**src/rtl/gs_pkg.sv**
```systemverilog
// Shared phase encoding and width helper for the Gauss-Seidel operand store.
package gs_pkg;

  localparam logic [1:0] GS_LOAD = 2'd0;
  localparam logic [1:0] GS_ITER = 2'd1;
  localparam logic [1:0] GS_DONE = 2'd2;

  typedef enum logic [1:0] {
    ST_LOAD = GS_LOAD,
    ST_ITER = GS_ITER,
    ST_DONE = GS_DONE
  } gs_phase_e;

  function automatic int clog2(input int value);
    int r;
    r = 0;
    for (int i = 0; i < 31; i++) begin
      if ((1 << i) < value) r = i + 1;
    end
    return r;
  endfunction

endpackage

```
**src/rtl/gs_conv_monitor.sv**
```systemverilog
// Per-sweep maximum of |x_new - x_old| with saturation, compared against a
// tolerance on the wrap beat. Only built when GS_CONV_EN is defined.
module gs_conv_monitor #(
  parameter int X_W = 32
) (
  input  logic           clk_in,
  input  logic           rst_n_in,
  input  logic           clear_in,
  input  logic           beat_in,
  input  logic           wrap_in,
  input  logic [X_W-1:0] x_in,
  input  logic [X_W-1:0] slot0_in,
  input  logic [X_W-2:0] tol_in,
  output logic           hit_out
);

  logic [X_W-2:0] r_max;
  logic [X_W:0]   w_diff;
  logic [X_W:0]   w_abs;
  logic [X_W-2:0] w_mag;
  logic [X_W-2:0] w_max_beat;

  // One extra bit keeps opposite-sign extremes from wrapping.
  assign w_diff     = {x_in[X_W-1], x_in} - {slot0_in[X_W-1], slot0_in};
  assign w_abs      = w_diff[X_W] ? ('0 - w_diff) : w_diff;
  assign w_mag      = (w_abs[X_W] | w_abs[X_W-1]) ? '1 : w_abs[X_W-2:0];
  assign w_max_beat = (w_mag > r_max) ? w_mag : r_max;
  assign hit_out    = wrap_in && (w_max_beat <= tol_in);

  always_ff @(posedge clk_in or negedge rst_n_in) begin
    if (!rst_n_in) begin
      r_max <= '0;
    end else if (clear_in || wrap_in) begin
      r_max <= '0;
    end else if (beat_in) begin
      r_max <= w_max_beat;
    end
  end

endmodule

```
**src/rtl/gs_neighbor_regfile.sv**
```systemverilog
// Circular b/x operand store presenting K zero-masked neighbours per row.
// Define GS_CONV_EN to add the convergence monitor, tol_in and conv_out.
module gs_neighbor_regfile
  import gs_pkg::*;
#(
  parameter int N      = 16,
  parameter int K      = 3,
  parameter int B_W    = 16,
  parameter int X_W    = 32,
  parameter int ITER_W = 8
) (
  input  logic                  clk_in,
  input  logic                  rst_n_in,
  input  logic                  clear_in,
  input  logic                  load_valid_in,
  input  logic [B_W-1:0]        b_in,
  input  logic                  x_valid_in,
  input  logic [X_W-1:0]        x_in,
  output logic [1:0]            phase_out,
  output logic [clog2(N)-1:0]   row_out,
  output logic [ITER_W-1:0]     iter_out,
  output logic [B_W-1:0]        b_out,
  output logic [K*X_W-1:0]      x_lo_out,
`ifdef GS_CONV_EN
  input  logic [X_W-2:0]        tol_in,
  output logic                  conv_out,
`endif
  output logic [K*X_W-1:0]      x_hi_out
);

  // state   | meaning
  // ST_LOAD | accepting b beats, row counts loaded entries
  // ST_ITER | accepting x updates, b rotates with the row
  // ST_DONE | converged, holds until clear or reset

  localparam int                ROW_W    = clog2(N);
  localparam logic [ROW_W-1:0]  ROW_LAST = ROW_W'(N - 1);
  localparam logic [ITER_W-1:0] ITER_MAX = '1;

  gs_phase_e         r_phase;
  gs_phase_e         w_phase_nxt;
  logic [ROW_W-1:0]  r_row;
  logic [ITER_W-1:0] r_iter;
  logic [X_W-1:0]    r_x [N];
  logic [B_W-1:0]    r_b [N];

  logic w_row_last;
  logic w_load_beat;
  logic w_iter_beat;
  logic w_wrap;
  logic w_conv_hit;

  assign w_row_last = (r_row == ROW_LAST);
  assign w_wrap     = w_iter_beat && w_row_last;

  always_comb begin
    w_phase_nxt = r_phase;
    w_load_beat = 1'b0;
    w_iter_beat = 1'b0;
    if (clear_in) begin
      w_phase_nxt = ST_LOAD;
    end else begin
      case (r_phase)
        ST_LOAD: begin
          w_load_beat = load_valid_in;
          if (load_valid_in && w_row_last) w_phase_nxt = ST_ITER;
        end
        ST_ITER: begin
          w_iter_beat = x_valid_in;
          if (x_valid_in && w_row_last && w_conv_hit) w_phase_nxt = ST_DONE;
        end
        default: ;
      endcase
    end
  end

  always_ff @(posedge clk_in or negedge rst_n_in) begin
    if (!rst_n_in) begin
      r_phase <= ST_LOAD;
      r_row   <= '0;
      r_iter  <= '0;
      for (int i = 0; i < N; i++) r_x[i] <= '0;
    end else begin
      r_phase <= w_phase_nxt;
      if (clear_in) begin
        r_row  <= '0;
        r_iter <= '0;
        for (int i = 0; i < N; i++) r_x[i] <= '0;
      end else begin
        // N is a power of two, so the row counter wraps on its own.
        if (w_load_beat || w_iter_beat) r_row <= r_row + ROW_W'(1);
        if (w_wrap && (r_iter != ITER_MAX)) r_iter <= r_iter + ITER_W'(1);
        if (w_iter_beat) begin
          for (int i = 0; i < N - 1; i++) r_x[i] <= r_x[i+1];
          r_x[N-1] <= x_in;
        end
      end
    end
  end

  // b is deliberately not reset; it is always reloaded before use.
  always_ff @(posedge clk_in) begin
    if (w_load_beat || w_iter_beat) begin
      for (int i = 0; i < N - 1; i++) r_b[i] <= r_b[i+1];
      r_b[N-1] <= w_load_beat ? b_in : r_b[0];
    end
  end

  always_comb begin
    x_lo_out = '0;
    x_hi_out = '0;
    for (int k = 1; k <= K; k++) begin
      if (int'(r_row) >= k)    x_lo_out[(k-1)*X_W +: X_W] = r_x[N-k];
      if (int'(r_row) + k < N) x_hi_out[(k-1)*X_W +: X_W] = r_x[k];
    end
  end

`ifdef GS_CONV_EN
  logic r_conv;

  gs_conv_monitor #(.X_W(X_W)) u_conv (
    .clk_in   (clk_in),
    .rst_n_in (rst_n_in),
    .clear_in (clear_in),
    .beat_in  (w_iter_beat),
    .wrap_in  (w_wrap),
    .x_in     (x_in),
    .slot0_in (r_x[0]),
    .tol_in   (tol_in),
    .hit_out  (w_conv_hit)
  );

  always_ff @(posedge clk_in or negedge rst_n_in) begin
    if (!rst_n_in) begin
      r_conv <= 1'b0;
    end else if (clear_in) begin
      r_conv <= 1'b0;
    end else if (w_conv_hit) begin
      r_conv <= 1'b1;
    end
  end

  assign conv_out = r_conv;
`else
  assign w_conv_hit = 1'b0;
`endif

  assign phase_out = r_phase;
  assign row_out   = r_row;
  assign iter_out  = r_iter;
  assign b_out     = r_b[0];

endmodule
```
**config.mk**
```make
export PLATFORM = sky130hd
export DESIGN_NAME = gs_neighbor_regfile
export DESIGN_NICKNAME = d
export VERILOG_FILES = /design/src/rtl/gs_pkg.sv /design/src/rtl/gs_conv_monitor.sv /design/src/rtl/gs_neighbor_regfile.sv
export SDC_FILE = /design/constraint.sdc
export NUM_CORES = 1
export LEC_CHECK = 0
export CORE_ASPECT_RATIO = 2
export CORE_MARGIN = 4
export CORE_UTILIZATION = 57
export CTS_BUF_LIST = sky130_fd_sc_hd__clkbuf_16
export DETAILED_ROUTE_END_ITERATION = 12
export DONT_BUFFER_PORTS = 1
export PLACE_DENSITY_LB_ADDON = 0.25
export SYNTH_ARGS = -nofsm -noshare
export SYNTH_HDL_FRONTEND = slang
export SYNTH_HIERARCHICAL = 1
export SYNTH_SLANG_ARGS = --single-unit
```
**constraint.sdc**
```tcl
create_clock -name clk_in -period 5.2 [get_ports clk_in]
set_clock_uncertainty 0.2 [all_clocks]
set_input_delay 0.78 -clock clk_in [delete_from_list [all_inputs] [get_ports clk_in]]
set_output_delay 0.78 -clock clk_in [all_outputs]
set_load 0.02 [all_outputs]
```
==> impl_metrics.csv, run 1 <==
group,metric,value,unit
clocking,cts_resized,0,
floorplanning,die_height,314.0,um
floorplanning,coreArea,0.04611,mm2
worst_setup_path,endpoint_kind,"primary output",
status,status,"finished, violations left",
synth,synthCells,1648,
worst_setup_path,worstSetupStartpoint,"row_out[1]",
detailed_routing,drc,0,
final_layout,n_fill_cell,3284,
power_and_ir_drop,peakVddDrop,0.2994,mV
placement,place_congestion,0.7785,
synth,synth_top_area_share,0.4622,
grt,grt_pass1_wl,76.48,mm
synth,synthFlopType,"dfrtp_1",
sta,final.min_clock_period,3.865,ns
sta,setup_viol,0,
detailed_routing,drt-total-wl,47.22,mm
sta,tightestPinTransition,1.321,ns
synth,synth_most_common_cell,"dfrtp_1",
clocking,cts_made_buffers,60,
sta,drv_slew,0,
detailed_routing,num_vias,13693,
floorplanning,fp.dieW,161.0,um
power_and_ir_drop,p_leak,0.01264,uW
detailed_routing,postRouteAntennaNets,0,
grt,first_global_vias,13510,
worst_setup_path,crit_path_max_fanout,32,
sta,hold_viol,493,
grt,antenna_found_initial,1,
final_layout,drive_gt1_frac,0.08298,
power_and_ir_drop,p_seq_frac,0.566,
floorplanning,rows,111,
worst_setup_path,cp.arrival,2.89,ns
detailed_routing,wl_per_cell,20.89,um
detailed_routing,firstDrtPassIters,5,
sta,fin_crit_sh,0.7433,
final_layout,areaGrowthSynthToFinish,8.724,%
synth,ys_types,40,
detailed_routing,routed.top_layer,"met4",
status,violations,"hold timing",
power_and_ir_drop,p_sw,2382,uW
placement,dp_hpwl,26.23,mm
worst_hold_path,min_path_type,"in2async",
sta,timing.slew.headroom,0.1193,
sta,rsz0062_at_grt,"no",
power_and_ir_drop,pwr-share-comb,0.037,
detailed_routing,drt_iter0_drc,1308,
clocking,cts_tree,"done",
synth,syn_nets,1706,
power_and_ir_drop,sw_frac_of_total,0.2152,
worst_setup_path,worst_setup_path_start_kind,"register",
sta,hold_ws,-0.3173,ns
final_layout,multi_input_area,0.006045,mm2
clocking,root_buffer,"clkbuf_16",
synth,ys_seq_elements,749,
synth,yosysSeqAreaShare,0.7503,
detailed_routing,vias_per_cell,6.056,
detailed_routing,met3_length,2.429,mm
sta,tns,0,ns
clocking,hold_buffers,1,
sta,fmax,258.7,MHz
worst_setup_path,path_class,"reg2out",
synth,yosysWarnings,6,
synth,syn_area_per_cell,16.19,um2
power_and_ir_drop,clockPowerShare,0.398,
power_and_ir_drop,p_int,8689,uW
synth,synthTopCellsByArea,"dfrtp_1 (46%), edfxtp_1 (29%), a22o_1 (16%)",
clocking,clk_latency,0.61,ns
clocking,clk_path_buf_depth,3,
worst_setup_path,critPathRequiredTime,4.22,ns
clocking,clkTransAtPathRegs,0.07,ns
floorplanning,die_area,0.05056,mm2
synth,synthTopCellsByCount,"dfrtp_1 (493), a22o_1 (480), edfxtp_1 (256), and2_1 (96), clkbuf_1 (91)",
detailed_routing,wl_met2,21.91,mm
grt,grt-ovfl-total,0,
synth,async_flop_share,0.6582,
placement,port_buffers,0,
floorplanning,ios,275,
synth,synth_edf_count,256,
grt,grt_max_degree,494,
synth,netlist.top_cell.by_area,"dfrtp_1",
floorplanning,start_util,0.5788,
detailed_routing,wl_met1,21.80,mm
final_layout,final_util,0.6293,
clocking,cts_sinks,749,
clocking,post-cts-setup-buffers,0,
synth,syn_area,0.02669,mm2
final_layout,fin_nets,1645,
final_layout,register_area,0.02002,mm2
worst_setup_path,r2r-start,"phase_out[0]",
run,drv_cap,0,
grt,track_usage,0.1833,
clocking,h-tree-depth,2,
power_and_ir_drop,p_per_area,381.5,mW/mm2
[metrics by stage]
stage,hold slack [ns],instance area [um2],setup slack [ns],power [uW],cells
after global placement,0.2015,27100,2.024,6764,2145
final,-0.3173,29020,1.335,11070,2261
after floorplan,0.2003,26690,1.067,6634,1648
after global routing,-0.3597,29020,1.134,11500,2261
after CTS,-0.3533,29020,1.238,11230,2260
after detailed placement,0.2045,27100,1.911,6790,2145
[path summary, 6_finish.rpt]
path	to	slack, ns	depth (start not counted)
max in group asynchronous	r_x[420]	4.06	0
worst min register to register	r_b[1][22]	0.21	0
worst min-delay path	r_x[24]	-0.32	0
worst max-delay path	x_hi_out[21]	1.33	3
min in group clk_in	iter_out[0]	0.05	1
worst max register to register	r_b[0][14]	2.14	5
[cells by family (layout without fill, tap and decap cells)]
group                      after synthesis  after routing  share of synthesized area
adders and majority gates                5              5                   0.002344
other                                    1              2                  0.0001405
and+or+nand+nor                        226            226                    0.05265
xor gates and xnor gates                 4              4                   0.001313
muxes                                   18             18                   0.007501
DFF                                    749            749                     0.7503
AOI/OAI and AO/OA                      496            496                     0.1612
buffers and inverters                  149            140                    0.02457
[worst max-delay path, stage by stage, from the launching register on]
cell	delay (ns)
dfrtp_1	0.58
ha_1	0.31
nand3_1	0.78
and2_1	0.58
[layout make-up]
class,count,share of cell area
Sequential cell,749,0.6901
Clock buffer,62,0.05347
Tap cell,621,0.02678
Clock inverter,52,0.01229
Inverter,3,0.0003881
Antenna cell,1,0.00008624
Multi-Input combinational cell,750,0.2083
Timing Repair Buffer,23,0.008624
[power by group through the flow]
| stage | Sequential, uW | Combinational (uW) | Clock (uW) |
|---|---|---|---|
| floorplan | 6360 | 278 | 0 |
| global placement | 6370 | 392 | 0 |
| detailed placement | 6380 | 414 | 0 |
| CTS | 6260 | 415 | 4560 |
| global route | 6270 | 445 | 4790 |
| finish | 6260 | 405 | 4400 |
[layer usage]
metal,track usage,vias up
met4,0.05511,0
li1,-,6128
met1,0.2812,7074
met5,0,-
met2,0.2769,407
met3,0.02908,84
[registers in the layout, summed over array words and instances (netlist names)]
register,count
row_out,4
iter_out,8
r_b,256
r_x,480
phase_out,1
[cells in the final DEF (no fill, tap or decap), types with 11 or more instances in the layout]
master,n
dfrtp_1,493
a22o_1,480
edfxtp_1,256
and2_1,96
nor2b_1,86
clkbuf_16,62
mux2_2,16
buf_4,16
inv_1,14
clkinv_1,14
clkinv_2,11
Power figures use the tool's default switching activity.
==> run 2, diff against run 1 <==
--- a/config.mk
+++ b/config.mk
@@ -7,7 +7,7 @@
 export LEC_CHECK = 0
 export CORE_ASPECT_RATIO = 2
 export CORE_MARGIN = 4
-export CORE_UTILIZATION = 57
+export CORE_UTILIZATION = 60
 export CTS_BUF_LIST = sky130_fd_sc_hd__clkbuf_16
 export DETAILED_ROUTE_END_ITERATION = 12
 export DONT_BUFFER_PORTS = 1
==> constraint.sdc (replaced) <==
create_clock -name clk_in -period 4 [get_ports clk_in]
set_clock_uncertainty 0.2 [all_clocks]
set_input_delay 0.6 -clock clk_in [delete_from_list [all_inputs] [get_ports clk_in]]
set_output_delay 0.6 -clock clk_in [all_outputs]
set_load 0.02 [all_outputs]
==> impl_metrics.csv, run 2 (synthesis results as in run 1) <==
group,metric,value,unit
power_and_ir_drop,p_seq_frac,0.556,
clocking,hold_buffers,40,
power_and_ir_drop,clockPowerShare,0.407,
detailed_routing,vias_per_cell,6.230,
clocking,cts_made_buffers,59,
sta,timing.slew.headroom,0.08801,
sta,rsz0062_at_grt,"no",
sta,worst_slack,0.7019,ns
power_and_ir_drop,p_int,11540,uW
final_layout,drive_gt1_frac,0.08393,
detailed_routing,wl_per_cell,21.32,um
placement,port_buffers,0,
worst_setup_path,worst_setup_path_start_kind,"register",
detailed_routing,num_vias,13931,
run,drv_cap,0,
floorplanning,die_height,306.3,um
clocking,cts_sinks,749,
power_and_ir_drop,p_sw,3106,uW
sta,hold_ws,-0.4869,ns
worst_setup_path,crit_chain,"inv_1 -> ha_1 -> nor4b_2 -> buf_4 -> and2b_1",
detailed_routing,drt-total-wl,47.67,mm
worst_hold_path,min_path_type,"in2async",
clocking,root_buffer,"clkbuf_16",
floorplanning,fp.dieW,157.1,um
grt,antenna_found_initial,1,
worst_setup_path,path_class,"reg2out",
detailed_routing,drc,0,
sta,final.min_clock_period,3.298,ns
final_layout,fin_nets,1688,
grt,first_global_vias,13819,
sta,tightestPinTransition,1.368,ns
sta,fin_crit_sh,0.8245,
grt,track_usage,0.1964,
grt,grt_max_degree,494,
sta,drv_slew,0,
final_layout,final_cell_mix,"dfrtp_1 (493), a22o_1 (480), edfxtp_1 (256)",
clocking,h-tree-depth,2,
worst_setup_path,critPathRequiredTime,3.20,ns
final_layout,largest_register_ffs,480,
worst_setup_path,cp.arrival,2.50,ns
worst_setup_path,reg2reg_depth,3,
floorplanning,ios,275,
grt,grt-ovfl-total,0,
floorplanning,rows,109,
power_and_ir_drop,peakVddDrop,0.4202,mV
final_layout,final_common_cell,"dfrtp_1",
floorplanning,coreArea,0.04405,mm2
sta,fmax,303.2,MHz
placement,place_congestion,0.7768,
sta,tns,0,ns
power_and_ir_drop,p_per_area,496.6,mW/mm2
clocking,clk_path_buf_depth,3,
detailed_routing,postRouteAntennaNets,0,
status,status,"finished, violations left",
floorplanning,start_util,0.6059,
clocking,clk_latency,0.60,ns
final_layout,top_register,"r_x",
detailed_routing,firstDrtPassIters,5,
detailed_routing,drt_iter0_drc,1185,
grt,grt_pass1_wl,77.54,mm
clocking,cts_tree,"done",
worst_setup_path,cp_slowest_cell,"dfrtp_1",
power_and_ir_drop,sw_frac_of_total,0.2121,
clocking,clkTransAtPathRegs,0.07,ns
sta,hold_viol,493,
power_and_ir_drop,pwr-share-comb,0.038,
power_and_ir_drop,p_leak,0.01287,uW
sta,setup_viol,0,
final_layout,areaGrowthSynthToFinish,10.51,%
status,violations,"hold timing",
worst_setup_path,slowest_delay,0.59,ns
placement,preCtsSetupSlack,1.137,ns
floorplanning,die_area,0.04813,mm2
worst_setup_path,crit_path_max_fanout,32,
worst_setup_path,endpoint_kind,"primary output",
placement,dp_hpwl,26.67,mm
==> run 2: per-layer routing <==
layer | vias up | track usage | share of wire
met2 | 426 | 0.2888 | 0.46
met1 | 7245 | 0.3110 | 0.46
met3 | 75 | 0.03023 | 0.054
met4 | 0 | 0.05868 | 0.026
li1 | 6185 | - | -
met5 | - | 0 | 0
==> run 2: worst paths after layout <==
| check | startpoint | to | slack, ns |
|---|---|---|---|
| setup / recovery | row_out[1] | x_lo_out[24] | 0.70 |
| hold / removal | rst_n_in | r_x[24] | -0.49 |
| setup reg to reg | phase_out[0] | r_b[0][124] | 1.27 |
| hold reg to reg | r_b[1][48] | r_b[1][32] | 0.20 |
| max in group asynchronous | rst_n_in | r_x[228] | 2.98 |
| min in group clk_in | b_in[15] | r_b[1][127] | 0.04 |
==> run 2: repair_timing <==
item                      4_1_cts  5_1_grt
hold endpoints to repair      543      493
resized for setup               0        0
buffers inserted                0        0
==> run 2: power by group through the flow <==
| stage | clock network (uW) | logic [uW] | registers (uW) |
|---|---|---|---|
| floorplan | 0 | 362 | 8260 |
| global placement | 0 | 513 | 8290 |
| detailed placement | 0 | 527 | 8290 |
| CTS | 6130 | 560 | 8140 |
| global route | 6440 | 596 | 8150 |
| finish | 5960 | 551 | 8140 |
==> run 2: critical path: cells and delay by family, from the launching register on <==
| family | cells | cell delay, ns |
|---|---|---|
| flip-flops | 1 | 0.59 |
| buffers and inverters | 2 | 0.53 |
| AND/OR/NAND/NOR | 2 | 0.52 |
| adder cells (fa/ha/maj) | 1 | 0.22 |
==> run 2: per-stage QoR <==
step	total power [uW]	utilization	instance area (um2)	instances	hold WS, ns
3_3_place_gp	8802	0.6152	27100	2084	0.1262
2_1_floorplan	8624	-	26690	1648	0.1044
3_5_place_dp	8817	0.6152	27100	2084	0.1221
5_1_grt	15190	0.6696	29490	2236	-0.5209
6_report	14650	0.6696	29490	2236	-0.4869
4_1_cts	14830	0.6695	29490	2235	-0.5159
==> run 2: layout make-up <==
class	instances	area (um2)
sequential	749	20020
inverter	3	11.26
antenna	1	2.502
timing repair buffer	67	728.2
fill	3001	14560
multi-input combinational	750	6045
clock buffer	59	1476
clock inverter	52	513.0
tap	555	694.4
==> run 3, diff against run 2 <==
--- a/config.mk
+++ b/config.mk
@@ -5,6 +5,7 @@
 export SDC_FILE = /design/constraint.sdc
 export NUM_CORES = 1
 export LEC_CHECK = 0
+export ABC_AREA = 1
 export CORE_ASPECT_RATIO = 2
 export CORE_MARGIN = 4
 export CORE_UTILIZATION = 60
==> constraint.sdc (replaced) <==
create_clock -name clk_in -period 3.1 [get_ports clk_in]
set_clock_uncertainty 0.2 [all_clocks]
set_input_delay 0.465 -clock clk_in [delete_from_list [all_inputs] [get_ports clk_in]]
set_output_delay 0.465 -clock clk_in [all_outputs]
set_load 0.02 [all_outputs]
==> impl_metrics.csv, run 3 <==
group,metric,value,unit
status,status,"finished, violations left",
status,violations,"hold timing, slew limit",
clocking,h-tree-depth,2,
synth,synthTopCellsByCount,"inv_1 (521), dfrtp_1 (493), o22ai_1 (417), edfxtp_1 (256), nor2_1 (141)",
final_layout,final_cell_mix,"inv_1 (534), dfrtp_1 (491), o22ai_1 (417)",
clocking,clkTransAtPathRegs,0.07,ns
final_layout,top_register,"r_x",
worst_setup_path,rrSetupSlack,0.48,ns
run,drv_cap,0,
worst_hold_path,min_path_type,"in2async",
synth,yosysWarnings,6,
sta,tightestPinTransition,1.547,ns
sta,rsz0062_at_grt,"no",
power_and_ir_drop,p_leak,0.01269,uW
detailed_routing,wl_per_cell,17.89,um
grt,grt-ovfl-total,0,
floorplanning,start_util,0.6098,
floorplanning,die_area,0.04958,mm2
synth,synth_most_common_cell,"inv_1",
floorplanning,ios,275,
worst_setup_path,critPathRequiredTime,2.43,ns
final_layout,drive_gt1_frac,0.05983,
final_layout,final_common_cell,"inv_1",
clocking,cts_made_buffers,60,
floorplanning,die_height,310.9,um
synth,syn_area_per_cell,11.98,um2
sta,timing.slew.headroom,-0.03130,
synth,ys_types,25,
synth,yosysSeqAreaShare,0.7274,
synth,synthFlopType,"dfrtp_1",
synth,async_flop_share,0.6582,
worst_setup_path,crit_path_max_fanout,32,
clocking,root_buffer,"clkbuf_16",
placement,place_inst,2738,
final_layout,multi_input_area,0.004666,mm2
sta,tns,0,ns
grt,track_usage,0.2056,
power_and_ir_drop,finalPower,18860,uW
power_and_ir_drop,peakVddDrop,0.4651,mV
clocking,post-cts-setup-buffers,0,
detailed_routing,drc,0,
sta,fmax,334.7,MHz
detailed_routing,vias_per_cell,5.563,
synth,synthCells,2297,
sta,hold_ws,-0.6336,ns
placement,preCtsSetupSlack,0.2231,ns
synth,syn_area,0.02753,mm2
clocking,clk_path_buf_depth,3,
sta,hold_viol,493,
floorplanning,coreArea,0.04514,mm2
final_layout,final_util,0.6694,
synth,syn_nets,2355,
placement,port_buffers,0,
worst_setup_path,cp.arrival,2.32,ns
worst_setup_path,r2r-start,"phase_out[0]",
clocking,clk_latency,0.60,ns
detailed_routing,firstDrtPassIters,6,
worst_setup_path,path_class,"reg2out",
synth,synth_top_area_share,0.4482,
floorplanning,fp.dieW,159.5,um
grt,grt_pass1_wl,84.17,mm
detailed_routing,num_vias,16133,
worst_setup_path,r2r-end,"r_x[468]",
placement,place_congestion,0.7976,
grt,antenna_found_initial,0,
final_layout,fin_nets,2347,
worst_setup_path,endpoint_kind,"primary output",
synth,synth_edf_count,256,
grt,first_global_vias,16034,
sta,final.min_clock_period,2.988,ns
placement,dp_hpwl,30.86,mm
power_and_ir_drop,p_per_area,624.2,mW/mm2
final_layout,n_fill_cell,3207,
sta,worst_slack,0.1120,ns
detailed_routing,postRouteAntennaNets,0,
clocking,cts_sinks,749,
final_layout,largest_register_ffs,480,
synth,synthTopCellsByArea,"dfrtp_1 (45%), edfxtp_1 (28%), o22ai_1 (9.5%)",
detailed_routing,drt_iter0_drc,1354,
floorplanning,rows,110,
worst_setup_path,reg2reg_depth,4,
grt,grt_max_degree,494,
clocking,cts_tree,"done",
sta,fin_crit_sh,0.9639,
sta,drv_slew,67,
final_layout,register_area,0.02003,mm2
worst_setup_path,worst_setup_path_start_kind,"register",
final_layout,diodes,0,
synth,ys_seq_elements,749,
sta,setup_viol,0,
final_layout,fin_cells,2900,
clocking,hold_buffers,49,
final_layout,areaGrowthSynthToFinish,9.772,%
synth,netlist.top_cell.by_area,"dfrtp_1",
detailed_routing,drt-total-wl,51.88,mm
[run 3: routing by layer]
metal	GRT usage	vias up	routed length, um
li1	-	7572	-
met1	0.2901	7940	22080
met2	0.3370	532	25630
met3	0.03393	89	2886
met4	0.05884	0	1289
met5	0	-	0
[run 3: critical path, stage by stage (launching register included)]
cell and delay [ns]:
dfrtp_2 0.50, inv_1 0.12, ha_1 0.26, nor3_4 0.21, buf_4 0.38, nor2_1 0.21
[run 3: layout make-up]
class / instances / share of cell area
clock buffer: 62 / 0.05134
clock inverter: 51 / 0.01412
inverter: 524 / 0.06513
multi-input combinational: 871 / 0.1544
sequential: 749 / 0.6627
tap: 560 / 0.02319
timing repair buffer: 83 / 0.02907
[run 3: metrics by stage]
step	area [um2]	hold slack (ns)
5_1_grt	30220	-0.6546
3_5_place_dp	27730	-0.01479
4_1_cts	30210	-0.6632
2_1_floorplan	27540	-0.03059
3_3_place_gp	27730	-0.007832
6_report	30220	-0.6336
[run 3: cells by family (layout without fill, tap and decap cells)]
group | count (synthesis) | after routing | share of synthesized area
DFF | 749 | 749 | 0.7274
buffers and inverters | 677 | 720 | 0.1052
AOI/OAI and AO/OA | 490 | 490 | 0.1083
and+or+nand+nor | 375 | 375 | 0.05668
adders and majority gates | 5 | 5 | 0.002273
other | 1 | 1 | 0.0001362
[run 3: worst max-delay path by stage]
| stage | from | end | slack, ns | cells after the start |
|---|---|---|---|---|
| global route | row_out[2] | x_lo_out[74] | 0.001 | 5 |
| floorplan | clear_in | r_b[0][0] | 0.58 | 4 |
| CTS | row_out[1] | x_lo_out[23] | 0.06 | 5 |
| finish | row_out[0] | x_lo_out[51] | 0.11 | 5 |
| detailed placement | clear_in | r_x[471] | 0.22 | 5 |
| global placement | clear_in | r_x[454] | 0.32 | 5 |
[run 3: what timing repair did]
item | 4_1_cts | 5_1_grt
pin swaps | 0 | 0
resized for setup | 5 | 1
endpoints found under the hold margin | 545 | 493
endpoints found under the setup margin | 96 | 28
[run 3: report_power, final]
group          total (uW)  internal, uW  switching [uW]  leakage (uW)
logic                 734           177             557       0.00240
registers           10500         10400            96.3       0.00926
clock network        7600          4210            3390       0.00103
total               18900         14800            4040        0.0127
